## config.mk

```make
export PLATFORM = sky130hd
export DESIGN_NAME = ram_stream_writer
export DESIGN_NICKNAME = d
export VERILOG_FILES = /design/src/rtl/ram_stream_writer.sv
export SDC_FILE = /design/constraint.sdc
export NUM_CORES = 1
export LEC_CHECK = 0
export ABC_AREA = 1
export ABC_CLOCK_PERIOD_IN_PS = 3200
export CAP_MARGIN = 5
export CORE_MARGIN = 1.5
export CORE_UTILIZATION = 54
export CTS_BUF_LIST = sky130_fd_sc_hd__clkbuf_4
export CTS_CLUSTER_DIAMETER = 100
export DETAILED_ROUTE_END_ITERATION = 16
export GPL_ROUTABILITY_DRIVEN = 0
export GPL_TIMING_DRIVEN = 0
export PLACE_DENSITY = 0.87
export SYNTH_ARGS = -nofsm -noshare
export SYNTH_HDL_FRONTEND = slang
export SYNTH_SLANG_ARGS = --single-unit
```

## constraint.sdc

```tcl
create_clock -name clk -period 3.2 [get_ports clk]
set_clock_uncertainty 0.15 [all_clocks]
set_input_delay 0.32 -clock clk [delete_from_list [all_inputs] [get_ports clk]]
set_output_delay 0.32 -clock clk [all_outputs]
set_load 0.02 [all_outputs]
```

## src/rtl/ram_stream_writer.sv

```systemverilog
// Valid/ready stream to block-RAM write controller: one word per cycle, sticky frame interrupt and overflow.
// Optional ping-pong banking is enabled with `define RAM_WRITE_CTRL_PINGPONG_EN (adds the intr_bank port).
module ram_stream_writer #(
  parameter int unsigned       DATA_W    = 32,
  parameter int unsigned       ADDR_W    = 32,
  parameter int unsigned       DEPTH     = 9,
  parameter logic [ADDR_W-1:0] BASE_ADDR = '0,
  parameter int unsigned       ADDR_STEP = 4
) (
  input  logic                  clk,
  input  logic                  rst_p,
  input  logic                  en,
  input  logic [DATA_W-1:0]     s_data,
  input  logic                  s_valid,
  output logic                  s_ready,
  input  logic                  intr_clr,
  output logic                  intr,
  output logic                  ovf,
`ifdef RAM_WRITE_CTRL_PINGPONG_EN
  output logic                  intr_bank,
`endif
  output logic                  busy,
  output logic                  ram_clk,
  output logic                  ram_rst_p,
  output logic                  ram_en,
  output logic [DATA_W/8-1:0]   ram_we,
  output logic [ADDR_W-1:0]     ram_addr,
  output logic [DATA_W-1:0]     ram_wr
);

  localparam int unsigned       CNT_W    = $clog2(DEPTH + 1);
  localparam int unsigned       WE_W     = DATA_W / 8;
  localparam logic [CNT_W-1:0]  LAST_CNT = CNT_W'(DEPTH - 1);
  localparam logic [ADDR_W-1:0] STEP_A   = ADDR_W'(ADDR_STEP);
`ifdef RAM_WRITE_CTRL_PINGPONG_EN
  localparam logic [ADDR_W-1:0] BANK1_BASE = BASE_ADDR + ADDR_W'(DEPTH * ADDR_STEP);
`endif

  typedef enum logic [1:0] {
    IDLE = 2'd0,
    RUN  = 2'd1,
    DONE = 2'd2
  } state_t;

  state_t              state_q, state_d;
  logic [CNT_W-1:0]    cnt_q, cnt_d;
  logic [ADDR_W-1:0]   ptr_q, ptr_d;
  logic                ram_en_q, ram_en_d;
  logic [WE_W-1:0]     ram_we_q, ram_we_d;
  logic [ADDR_W-1:0]   ram_addr_q, ram_addr_d;
  logic [DATA_W-1:0]   ram_wr_q, ram_wr_d;
  logic                intr_q, intr_d;
  logic                ovf_q, ovf_d;
  logic                busy_q, busy_d;
  logic                beat;
  logic                last;
`ifdef RAM_WRITE_CTRL_PINGPONG_EN
  logic                bank_q, bank_d;
  logic                intr_bank_q, intr_bank_d;
`endif

  assign s_ready   = (state_q == RUN);
  assign beat      = s_valid && s_ready;
  assign last      = beat && (cnt_q == LAST_CNT);

  always_comb begin
    state_d    = state_q;
    cnt_d      = cnt_q;
    ptr_d      = ptr_q;
    ram_en_d   = 1'b0;
    ram_we_d   = '0;
    ram_addr_d = ram_addr_q;
    ram_wr_d   = ram_wr_q;
    intr_d     = intr_q;
    ovf_d      = ovf_q;
`ifdef RAM_WRITE_CTRL_PINGPONG_EN
    bank_d      = bank_q;
    intr_bank_d = intr_bank_q;
`endif

    case (state_q)
      IDLE:    if (en) state_d = RUN;
      RUN:     if (last) state_d = DONE;
      DONE:    state_d = en ? RUN : IDLE;
      default: state_d = IDLE;
    endcase

    // ptr_q always holds the byte address the next accepted beat will be written to.
    if (beat) begin
      ram_en_d   = 1'b1;
      ram_we_d   = '1;
      ram_addr_d = ptr_q;
      ram_wr_d   = s_data;
      cnt_d      = cnt_q + CNT_W'(1);
      ptr_d      = ptr_q + STEP_A;
    end

    if (last) begin
      cnt_d = '0;
`ifdef RAM_WRITE_CTRL_PINGPONG_EN
      bank_d      = ~bank_q;
      intr_bank_d = bank_q;
      ptr_d       = bank_q ? BASE_ADDR : BANK1_BASE;
`else
      ptr_d = BASE_ADDR;
`endif
    end

    // A completion in the same cycle as intr_clr wins: intr stays set, ovf is left alone.
    if (last) begin
      intr_d = 1'b1;
      if (intr_q && !intr_clr) ovf_d = 1'b1;
    end else if (intr_clr) begin
      intr_d = 1'b0;
      ovf_d  = 1'b0;
    end

    busy_d = (state_d != IDLE);
  end

  always_ff @(posedge clk) begin
    if (rst_p) begin
      state_q    <= IDLE;
      cnt_q      <= '0;
      ptr_q      <= BASE_ADDR;
      ram_en_q   <= 1'b0;
      ram_we_q   <= '0;
      ram_addr_q <= BASE_ADDR;
      ram_wr_q   <= '0;
      intr_q     <= 1'b0;
      ovf_q      <= 1'b0;
      busy_q     <= 1'b0;
`ifdef RAM_WRITE_CTRL_PINGPONG_EN
      bank_q      <= 1'b0;
      intr_bank_q <= 1'b0;
`endif
    end else begin
      state_q    <= state_d;
      cnt_q      <= cnt_d;
      ptr_q      <= ptr_d;
      ram_en_q   <= ram_en_d;
      ram_we_q   <= ram_we_d;
      ram_addr_q <= ram_addr_d;
      ram_wr_q   <= ram_wr_d;
      intr_q     <= intr_d;
      ovf_q      <= ovf_d;
      busy_q     <= busy_d;
`ifdef RAM_WRITE_CTRL_PINGPONG_EN
      bank_q      <= bank_d;
      intr_bank_q <= intr_bank_d;
`endif
    end
  end

  assign ram_clk   = clk;
  assign ram_rst_p = rst_p;
  assign ram_en    = ram_en_q;
  assign ram_we    = ram_we_q;
  assign ram_addr  = ram_addr_q;
  assign ram_wr    = ram_wr_q;
  assign intr      = intr_q;
  assign ovf       = ovf_q;
  assign busy      = busy_q;
`ifdef RAM_WRITE_CTRL_PINGPONG_EN
  assign intr_bank = intr_bank_q;
`endif

endmodule

```

==> results of run 1 <==
[report_power, final]
part / leakage (nW) / internal, W / switching [W]
clock network: 0.0956 / 0.000319 / 0.000469
logic: 1.01 / 0.000105 / 0.000120
registers: 0.825 / 0.00129 / 0.0000138
total: 1.93 / 0.00172 / 0.000602
[area by class of cell]
class | instances | area, µm²
timing repair buffer | 107 | 1071
inverter | 42 | 157.7
fill | 620 | 2043
buffer | 34 | 185.2
multi-input combinational | 411 | 1847
sequential | 102 | 2042
tap | 102 | 127.6
clock inverter | 7 | 73.82
clock buffer | 13 | 100.1
[cells in the final DEF (no fill, tap or decap), drive strengths merged, types with 2 or more instances in the layout]
cell,synthesis,routed
a21oi,82,82
and2,3,3
buf,24,24
clkbuf,10,22
clkdlybuf4s50,0,108
clkinv,0,4
conb,1,2
dfxtp,102,102
ha,3,3
inv,42,43
nand2,199,199
nand3,20,20
nand4,14,14
nor2,63,63
nor3,5,5
o21ai,9,9
xnor2,2,2
xor2,4,4
[kinds of logic after synthesis]
logic type	after synthesis
other cells	1
compound gates	93
flops	102
simple gates	307
fa+ha+maj	3
xor+xnor	6
buf+inv	76
[through the flow]
stage / utilization, % / cell area, µm² / cells
final: 73.28 / 5604 / 818
after CTS: 73.28 / 5604 / 818
after global routing: 73.28 / 5604 / 818
after floorplan: - / 4232 / 589
after detailed placement: 71.14 / 5440 / 799
after global placement: 71.14 / 5440 / 799
[metal layers]
| layer | vias to the layer above | global-route usage [%] | share of wire, % |
|---|---|---|---|
| met3 | 25 | 3.936 | 7.5 |
| met2 | 171 | 45.15 | 48 |
| li1 | 2108 | - | - |
| met4 | 0 | 12.50 | 2.1 |
| met1 | 1968 | 30.91 | 42 |
| met5 | - | 0 | 0 |
[state kept, by name, indices dropped and copies added (netlist names)]
signal,cells
ptr_q,30
cnt_q,4
ram_wr,32
busy,1
intr,1
ovf,1
ram_we,1
ram_addr,30
state_q,2
[worst register-to-register path, stage by stage, from the launching register on]
cell,delay [ps]
dfxtp_1,380
inv_1,80
ha_1,200
nand3_1,90
nor2_2,60
nor2_2,290
buf_2,330
nand2_1,90
a21oi_1,110
[worst paths after layout]
check	from	end	slack [ps]	cells after the start
max	clk	ram_clk	260	4
min	s_data[29]	ram_wr[29]$_SDFFE_PP0P_	130	3
max reg2reg	cnt_q[0]$_SDFFE_PP0P_	ptr_q[2]$_SDFFE_PP0P_	1370	8
min reg2reg	ram_addr[4]$_SDFFE_PP0P_	ram_addr[4]$_SDFFE_PP0P_	320	2
==> flow_metrics.env, run 1 <==
export IMPL_p_leak_nw=1.931
export IMPL_vias=4272
export IMPL_cp_top_family="buffers and inverters"
export IMPL_total_power_w=0.002319
export IMPL_outcome="complete, no violations"
export IMPL_synth_most_common_cell="nand2_1"
export IMPL_post_cts_buffers=0
export IMPL_rows=32
export IMPL_p_per_area_nw_per_um2=413.7
export IMPL_worstSkewPairLatency_ps=580
export IMPL_cp_slowest_cell="clkdlybuf4s50_1"
export IMPL_grt_pass1_wl_mm=17.37
export IMPL_io_pins=112
export IMPL_area_delta_synth_final_pct=32.55
export IMPL_placement_io_buffers=108
export IMPL_post_place_ws_ps=508.3
export IMPL_async_flop_share_pct=0
export IMPL_cts_tree="yes"
export IMPL_synth_area_leader_cell="dfxtp_1"
export IMPL_synthTopCellsByArea="dfxtp_1 48%, nand2_1 18%, a21oi_1 9.7%"
export IMPL_fin_ws_ps=261.9
export IMPL_muxShareOfSynthArea_pct=0
export IMPL_rsz0062_at_grt="no"
export IMPL_final_max_slew_viol_count=0
export IMPL_grt_pass1_vias=3934
export IMPL_synth_compound_area_share_pct=11.10
export IMPL_drtAntennaViolNets=0
export IMPL_start_kind="clock port"
export IMPL_setup_violations=0
export IMPL_clk_pin_slew_worst_paths_ps=150
export IMPL_grt_util_all_layers_pct=25.88
export IMPL_synthCells=588
export IMPL_synthXorXnorAreaFrac_pct=1.243
export IMPL_hold_path_class="input port to register"
export IMPL_synth_edff_count=0
export IMPL_synth_flop_cell="dfxtp_1"
export IMPL_grt_max_degree=18
export IMPL_finalHoldViolCount=0
export IMPL_crit_arrival_ps=2470
export IMPL_synth_common_cells="198 x nand2_1, 102 x dfxtp_1, 82 x a21oi_1"
export IMPL_nets=751
export IMPL_slowest_delay_ps=520
export IMPL_synth_area_um2=4228
export IMPL_setup_tns_final_ps=0
export IMPL_cap_violations=0
export IMPL_yosysSeqAreaShare_pct=48.30
export IMPL_critical_path_buf_inv_count=4
export IMPL_path_common_cell="clkbuf_4"
export IMPL_ys_ff_latch=102
export IMPL_first_iter_violations=250
export IMPL_die_w_um=91.49
export IMPL_drtPass1Iterations=5
export IMPL_coreArea_um2=7647
export IMPL_synth_cell_types=28
export IMPL_antenna_found_initial=0
export IMPL_cp_max_fo=2
export IMPL_start_util_pct=55.28
export IMPL_crit_path_cell_trace="clkbuf_4, clkbuf_4, buf_4, clkdlybuf4s50_1"
export IMPL_synth_warnings=0
export IMPL_wl_per_cell_um=13.10
export IMPL_synth_top_family_by_area="simple AND/OR/NAND/NOR gates"
export IMPL_hpwlAfterDp_mm=7.927
export IMPL_vias_per_cell=5.222
export IMPL_drive_above_1_share_pct=6.983
export IMPL_synthSimpleGateAreaFrac_pct=30.28
export IMPL_postSynthAreaPerCell_um2=7.190
export IMPL_hold_ws_ps=128.2
export IMPL_synth_top_cell_area_share_pct=48.30
export IMPL_die_area_um2=8370
export IMPL_crit_type="clock port to output port"
export IMPL_worstSetupEndpointType="output port"
export IMPL_antenna_cells=0
export IMPL_finalWirelength_mm=10.72
export IMPL_required_ps=2730
export IMPL_peakVddDrop_mv=0.2857
export IMPL_ctsResizeCount=0
export IMPL_drc=0
export IMPL_synth_fa_ha_area_share_pct=0.8878
export IMPL_cts_hold_buf=0
export IMPL_grt_ovfl_total=0
export IMPL_fp_dieH_um=91.49
(Power assumes the default switching activity.)
==> run 2, diff against run 1 <==
Settings changed: CELL_PAD_IN_SITES_DETAIL_PLACEMENT set to 1, CELL_PAD_IN_SITES_GLOBAL_PLACEMENT set to 2, CORE_UTILIZATION 54 to 29, PLACE_DENSITY 0.87 to 0.85.
==> run 2 against run 1 <==
Register-to-register slack got worse by 80 ps. Cell area grew 2.0%. Sequential power hardly changed. Largest power group unchanged. Highest routed layer unchanged. Critical endpoint unchanged. Final cell count up 9.5%. Worst setup slack better by 1.6 ps. Clock power increased by 11%. Via count decreased by 2.7%. Routed wire length grew 21%. Sequential share of layout area shrank 0.72 points. Critical path depth did not move.
==> flow_metrics.env, run 2 (synthesis results as in run 1) <==
export IMPL_outcome="complete, no violations"
export IMPL_grt_max_degree=17
export IMPL_io_pins=112
export IMPL_worstReg2RegStart="ptr_q[2]$_SDFFE_PP0P_"
export IMPL_vias_per_cell=4.637
export IMPL_required_ps=2730
export IMPL_vias=4155
export IMPL_hold_path_class="input port to register"
export IMPL_area_delta_synth_final_pct=35.22
export IMPL_setup_violations=0
export IMPL_slew_headroom_pct=62.34
export IMPL_drtAntennaViolNets=0
export IMPL_rr_worst_depth=8
export IMPL_first_iter_violations=159
export IMPL_antenna_found_initial=0
export IMPL_worstSkewPairLatency_ps=610
export IMPL_cap_violations=0
export IMPL_final_max_slew_viol_count=0
export IMPL_largest_register_ffs=32
export IMPL_die_area_um2=15310
export IMPL_holdPathStages=4
export IMPL_peakVddDrop_mv=0.2625
export IMPL_start_kind="clock port"
export IMPL_layout_commonest_cell="nand2_1"
export IMPL_crit_type="clock port to output port"
export IMPL_r2r_end="ptr_q[14]$_SDFFE_PP0P_"
export IMPL_die_w_um=123.7
export IMPL_cts_tree="yes"
export IMPL_clk_pin_slew_worst_paths_ps=160
export IMPL_fin_area_um2=5717
export IMPL_coreArea_um2=14040
export IMPL_r2r_slack_ps=1290
export IMPL_worstMarginPinSlew_ps=564.8
export IMPL_setup_tns_final_ps=0
export IMPL_finalHoldViolCount=0
export IMPL_antenna_cells=0
export IMPL_drive_above_1_share_pct=6.983
export IMPL_grt_pass1_wl_mm=20.64
export IMPL_start_util_pct=30.11
export IMPL_drtPass1Iterations=4
export IMPL_p_leak_nw=1.939
export IMPL_hp_start="rst_p"
export IMPL_crit_arrival_ps=2470
export IMPL_multi_input_comb_area_um2=1847
export IMPL_nets=751
export IMPL_fp_dieH_um=123.7
export IMPL_grt_util_all_layers_pct=17.49
export IMPL_grt_pass1_vias=4317
export IMPL_hpwlAfterDp_mm=9.918
export IMPL_p_per_area_nw_per_um2=421.4
export IMPL_whs_endpoint="ptr_q[8]$_SDFFE_PP0P_"
export IMPL_grt_ovfl_total=0
export IMPL_placement_io_buffers=108
export IMPL_placed_area_um2=5538
export IMPL_worstSetupEndpointType="output port"
export IMPL_cp_max_fo=2
export IMPL_cts_hold_buf=0
export IMPL_drc=0
export IMPL_rsz0062_at_grt="no"
export IMPL_final_cell_mix="198 x nand2_1, 108 x clkdlybuf4s50_1, 102 x dfxtp_1"
export IMPL_num_fill_cells=1731
export IMPL_finalCoreUtilization_pct=40.71
export IMPL_ctsResizeCount=0
export IMPL_rows=43
export IMPL_post_cts_buffers=0
export IMPL_finalWirelength_mm=13.00
export IMPL_regArea_um2=2042
export IMPL_wl_per_cell_um=14.51
[run 2: layout make-up]
cell class	count	area share, %
Clock buffer	13	1.751
Clock inverter	7	1.554
Buffer	34	3.239
Sequential cell	102	35.72
Inverter	42	2.758
Multi-Input combinational cell	411	32.30
Timing Repair Buffer	107	18.74
Tap cell	180	3.940
[run 2: worst max path at each step]
stage	cells past startpoint	slack, ps	start	end
finish	4	260	clk	ram_clk
global route	4	240	clk	ram_clk
CTS	4	250	clk	ram_clk
detailed placement	2	510	clk	ram_clk
global placement	2	510	clk	ram_clk
floorplan	1	1000	clk	ram_clk
[run 2: stage by stage]
| stage | power (W) | instances | setup slack (ps) | hold slack, ps |
|---|---|---|---|---|
| floorplan | 0.001479 | 589 | 996.0 | 282.6 |
| global placement | 0.001618 | 877 | 508.3 | 300.8 |
| detailed placement | 0.001624 | 877 | 508.3 | 306.1 |
| CTS | 0.002443 | 896 | 248.7 | 53.70 |
| global route | 0.002519 | 896 | 237.8 | 71.72 |
| finish | 0.002409 | 896 | 263.5 | 62.63 |
[run 2: worst max-delay path: stages]
cell and delay, ps:
clkbuf_4 110, clkbuf_4 120, buf_4 120, clkdlybuf4s50_1 520
[run 2: report_power, final]
part	total, W	internal [W]	switching, W
Combinational	0.000230	0.000105	0.000125
Clock	0.000874	0.000389	0.000485
Sequential	0.00130	0.00129	0.0000131
Total	0.00241	0.00179	0.000623
[run 2: layer usage]
layer / vias to the layer above / wire (µm) / global-route usage, %
li1: 2104 / - / -
met1: 1958 / 5897 / 20.81
met2: 78 / 6360 / 30.66
met3: 15 / 579 / 4.167
met4: 0 / 163 / 6.178
met5: - / 0 / 0
==> run 3, diff against run 2 <==
Settings changed: CAP_MARGIN 5 to 40.
==> results of run 3 <==
The final DEF is identical to that of run 2; final timing and power are the same.
